===== config.mk =====
export PLATFORM = sky130hd
export DESIGN_NAME = fetch_unit
export DESIGN_NICKNAME = d
export VERILOG_FILES = /design/src/rtl/fetch_unit.sv
export SDC_FILE = /design/constraint.sdc
export NUM_CORES = 1
export LEC_CHECK = 0
export ABC_AREA = 1
export ABC_CLOCK_PERIOD_IN_PS = 4460
export BUFFER_PORTS_ARGS = -buffer_cell sky130_fd_sc_hd__buf_2
export CORE_UTILIZATION = 35
export DETAILED_ROUTE_END_ITERATION = 12
export MAX_ROUTING_LAYER = met4
export PLACE_DENSITY = 0.66
export SYNTH_ARGS = -nofsm -noshare
export SYNTH_HDL_FRONTEND = slang
export SYNTH_SLANG_ARGS = --single-unit

===== constraint.sdc =====
create_clock -name clk -period 4.46 [get_ports clk]
set_input_delay 0.669 -clock clk [delete_from_list [all_inputs] [get_ports clk]]
set_output_delay 0.669 -clock clk [all_outputs]
set_load 0.03 [all_outputs]

===== src/rtl/fetch_unit.sv =====
// fetch_unit: instruction fetch stage. Owns the program counter, fetches one
// 32-bit word per instruction over a req/ready handshake, holds it for the
// decoder until execute retires it, then computes the next PC from the
// jump / branch / sequential resolution. Halt opcode and memory timeout are
// terminal states that only reset can leave.
module fetch_unit #(
  parameter logic [31:0] RESET_PC     = 32'h0000_0000,
  parameter int          IMEM_TIMEOUT = 16
) (
  input  logic        clk,
  input  logic        rst,
  output logic        imem_req,
  output logic [31:0] imem_addr,
  input  logic        imem_ready,
  input  logic [31:0] imem_rdata,
  output logic [31:0] instruction,
  output logic        instr_valid,
  output logic [31:0] pc,
  output logic [31:0] pc_plus4,
  input  logic        advance,
  input  logic        branch_taken,
  input  logic [31:0] branch_offset,
  input  logic        jump,
  input  logic [25:0] jump_target,
  output logic        halted,
  output logic        fetch_err
);

  typedef enum logic [1:0] {
    S_FETCH = 2'd0,
    S_HOLD  = 2'd1,
    S_HALT  = 2'd2,
    S_ERR   = 2'd3
  } state_t;

  localparam logic [5:0] HALT_OPCODE  = 6'h3f;
  // Last counter value before the timeout fires on the following edge.
  localparam logic [7:0] TIMEOUT_LAST = 8'(IMEM_TIMEOUT - 1);

  state_t      r_state;
  state_t      w_next_state;
  logic        r_req;
  logic [7:0]  r_cnt;
  logic [31:0] r_pc;
  logic [31:0] r_instr;
  logic        r_valid;

  logic        w_take;
  logic        w_retire;
  logic [31:0] w_pc_plus4;
  logic [31:0] w_next_pc_raw;
  logic [31:0] w_next_pc;

  // A handshake completes only while a request is actually outstanding, so a
  // stray imem_ready (e.g. one left over from before a reset) is ignored.
  assign w_take     = r_req & imem_ready;
  assign w_retire   = (r_state == S_HOLD) & advance & r_valid;
  assign w_pc_plus4 = r_pc + 32'd4;

  // Next-PC selection: jump has priority over a taken branch; all arithmetic
  // wraps modulo 2^32 and the result is kept word aligned.
  always_comb begin
    // NOTE: every always_comb output gets a default first so no path can
    // leave it unassigned and infer a latch.
    w_next_pc_raw = w_pc_plus4;
    if (jump) begin
      w_next_pc_raw = {w_pc_plus4[31:28], jump_target, 2'b00};
    end else if (branch_taken) begin
      w_next_pc_raw = w_pc_plus4 + (branch_offset << 2);
    end
    w_next_pc = {w_next_pc_raw[31:2], 2'b00};
  end

  // State register.
  always_ff @(posedge clk or negedge rst) begin
    // NOTE: sequential state uses non-blocking assignments so every register
    // samples pre-edge values regardless of statement order.
    if (!rst) begin
      r_state <= S_FETCH;
    end else begin
      r_state <= w_next_state;
    end
  end

  // Next-state logic: handshake, halt decode, timeout and retirement.
  always_comb begin
    w_next_state = r_state;
    case (r_state)
      S_FETCH: begin
        if (w_take) begin
          w_next_state = (imem_rdata[31:26] == HALT_OPCODE) ? S_HALT : S_HOLD;
        end else if (r_req && (r_cnt == TIMEOUT_LAST)) begin
          w_next_state = S_ERR;
        end
      end
      S_HOLD: begin
        if (advance) begin
          w_next_state = S_FETCH;
        end
      end
      default: begin
        w_next_state = r_state;
      end
    endcase
  end

  // Datapath: request flag, timeout counter, instruction latch and PC.
  // The request is registered so it rises on the first edge after reset and
  // drops asynchronously the moment reset asserts.
  always_ff @(posedge clk or negedge rst) begin
    if (!rst) begin
      r_req   <= 1'b0;
      r_cnt   <= 8'd0;
      r_pc    <= {RESET_PC[31:2], 2'b00};
      r_instr <= 32'h0;
      r_valid <= 1'b0;
    end else begin
      r_req <= (w_next_state == S_FETCH);
      if (w_take) begin
        r_instr <= imem_rdata;
        r_valid <= 1'b1;
        r_cnt   <= 8'd0;
      end else if (r_req) begin
        r_cnt <= r_cnt + 8'd1;
      end
      if (w_retire) begin
        r_valid <= 1'b0;
        r_pc    <= w_next_pc;
      end
    end
  end

  assign imem_req    = r_req;
  assign imem_addr   = r_pc;
  assign instruction = r_instr;
  assign instr_valid = r_valid;
  assign pc          = r_pc;
  assign pc_plus4    = w_pc_plus4;
  assign halted      = (r_state == S_HALT);
  assign fetch_err   = (r_state == S_ERR);

endmodule


==> impl_metrics.toml <==
[status]
status = "finished clean"

[sta]
finalMaxSlewViolations = 0
max-slew-margin-rel_pct = 36.49
hold_slack_ps = 462.8
setup_viol = 0
rsz0062_at_grt = "no"
hold_viol_final = 0
finClkSkew_ps = 6.428
tightest_slew_ps = 952.6
finalSetupTns_ps = 0
fmax_mhz = 282.9
post-route-min-period_ps = 3535
fin_crit_sh_pct = 79.27

[placed_design]
portBuffers = 219
gp_congestion = 1.012
post-dp-hpwl_mm = 18.26
placed_area_mm2 = 0.007687

[clock_network]
cts_tree = "built"
clock-sinks = 74
root_buffer = "clkbuf_16"
ctsLongestPathBuffers = 2
cts_buffers = 9
insertion_delay_ps = 340
post-cts-setup-buffers = 0
cts_resized = 0
htreeDepth = 3
clk_pin_slew_worst_paths_ps = 60
cts_hold_buf = 0

[synthesis]
yosys-top-cells-count = "nand2_1 (391), inv_1 (132), nor2_1 (99)"
synth_fa_ha_area_share_pct = 7.312
synth_edf_count = 0
async_reset_ff_share_pct = 100.0
synthDistinctLibCells = 44
synth.area.top_cells = "dfrtp_1 (28%), nand2_1 (22%), inv_1 (7.5%), ha_1 (7.0%), nor2_1 (5.6%)"
syn_area_mm2 = 0.006605
synth_compound_area_share_pct = 10.85
ys_warn_count = 0
ys_seq_area_share_pct = 28.04
yosysTopAreaCell = "dfrtp_1"
yosysMostFrequentCell = "nand2_1"
synth_top_family_by_area = "simple AND/OR/NAND/NOR gates"
synth_cells = 1059
synth_xor_xnor_area_share_pct = 3.050
syn_area_per_cell_um2 = 6.237
yosysTopAreaCellShare_pct = 28.04
synth-seq-cells = 74
ys.flop_type = "dfrtp_1"
yosys.area_share.simple_pct = 37.45
synthMuxAreaShare_pct = 0

[die]
rows = 49
die_area_mm2 = 0.01943
ios = 228
core_area_mm2 = 0.01821
die-height_um = 139.4
fp.dieW_um = 139.4
start_util_pct = 36.27

[critical_path]
cp_max_fo = 7
worstSetupStartpointType = "flop"
worstPathArrival_ps = 3730
endpoint_kind = "flop"
worst-setup-path-type = "reg2reg"
crit_required_ps = 4660

[drt]
drc = 0
detail_route.wl_per_cell_um = 15.46
drtPass1Iterations = 5
drtIter0Drc = 594
postRouteAntennaNets = 0
via_per_inst = 5.035
num_vias = 7442
routed_wl_mm = 22.85

[global_routing]
overflow = 0
grt_pass1_wl_mm = 35.14
grt_start_max_net_pins = 75
antenna_found_initial = 0
grt_pass1_vias = 6754
grt_usage_pct = 24.05

[power]
p_per_area_mw_per_mm2 = 208.9
peakVddDrop_mv = 0.1727
p_leak_nw = 4.729

[layout]
post-route-cell-area_mm2 = 0.007996
fill_cells = 1887
finish.net_count = 1378
diodes = 0
layout-drive-gt1-share_pct = 21.06
syn_to_final_growth_pct = 21.06

[job]
drv_cap = 0

[min_path]
hold_class = "reg2reg"
metal layers:
metal	track usage [%]	vias to the layer above	wire length [µm]
met1	31.85	3387	10220
met5	-	-	0
li1	-	3658	-
met3	3.613	33	1886
met2	38.35	364	10300
met4	6.023	0	441
through the flow:
stage,worst slack [ps],total power [mW],instances,utilization [%]
6_report,924.6,1.670,1478,43.92
5_1_grt,605.1,1.737,1478,43.92
4_1_cts,989.8,1.677,1478,43.92
3_5_place_dp,1003,0.9147,1462,42.22
3_3_place_gp,1057,0.9123,1462,42.22
2_1_floorplan,1125,0.8184,1064,-
where the power goes:
group / total, mW / internal (mW) / leakage [nW] / switching [mW]
combinational: 0.236 / 0.0833 / 3.64 / 0.153
sequential: 0.671 / 0.671 / 0.940 / 0
clock: 0.763 / 0.444 / 0.149 / 0.319
total: 1.67 / 1.20 / 4.73 / 0.471
flip-flops by register name (all words and copies together) (netlist names):
register     flops
imem_addr       30
imem_req         1
instr_valid      1
instruction     32
r_cnt            8
r_state          2
path summary, 6_finish.rpt:
| check | from | endpoint | slack, ps | cells after the start |
|---|---|---|---|---|
| max in group asynchronous | rst | imem_addr[21]$_DFFE_PN0P_ | 3370 | 1 |
| hold / removal | r_cnt[5]$_DFFE_PN0P_ | r_cnt[6]$_DFFE_PN0P_ | 460 | 1 |
| min in group asynchronous | rst | instruction[12]$_DFFE_PN0P_ | 470 | 1 |
| hold reg to reg | r_cnt[5]$_DFFE_PN0P_ | r_cnt[6]$_DFFE_PN0P_ | 460 | 1 |
| setup / recovery | imem_addr[2]$_DFFE_PN0P_ | imem_addr[13]$_DFFE_PN0P_ | 920 | 17 |
| setup reg to reg | imem_addr[2]$_DFFE_PN0P_ | imem_addr[13]$_DFFE_PN0P_ | 920 | 17 |
critical path, stage by stage, from the launching register on:
cell and delay (ps):
dfrtp_1 510, ha_1 310, nand3_2 170, inv_2 150
nand2_1 120, nor2_2 220, xor2_1 370, ha_1 340
nand2_1 110, inv_1 60, a21oi_1 140, nand2_1 140
nand2_1 90, nand2_1 120, a21oi_1 160, o21ai_0 180
nand2_1 140, o21ai_0 90
cell type report:
type | count | area (µm²) | share of cell area (%)
Clock inverter | 7 | 83.83 | 1.048
Inverter | 137 | 515.5 | 6.447
Clock buffer | 9 | 225.2 | 2.816
Timing Repair Buffer | 224 | 1136 | 14.21
Sequential cell | 74 | 1852 | 23.16
Tap cell | 229 | 286.5 | 3.583
Multi-Input combinational cell | 798 | 3897 | 48.74
cells in the final DEF (no fill, tap or decap), drive strengths merged, types with 3 or more instances in the layout:
| cell type | netlist | routed |
|---|---|---|
| o21ai | 45 | 45 |
| inv | 134 | 138 |
| xnor2 | 4 | 4 |
| a21boi | 5 | 5 |
| a21oi | 57 | 57 |
| nor2 | 107 | 107 |
| o22ai | 3 | 3 |
| nor3 | 11 | 11 |
| and2 | 7 | 7 |
| nand2 | 398 | 398 |
| xor2 | 19 | 19 |
| conb | 1 | 6 |
| nand3 | 63 | 63 |
| ha | 37 | 37 |
| clkbuf | 10 | 9 |
| nand4 | 12 | 12 |
| o211ai | 4 | 4 |
| o21bai | 5 | 5 |
| clkinv | 3 | 4 |
| dfrtp | 74 | 74 |
| a31oi | 3 | 3 |
| buf | 45 | 224 |
cell families after synthesis:
| family | Yosys count |
|---|---|
| compound gates | 129 |
| xor+xnor | 23 |
| fa+ha+maj | 38 |
| buf+inv | 192 |
| flops | 74 |
| other cells | 1 |
| simple gates | 602 |
(Power assumes the default switching activity.)
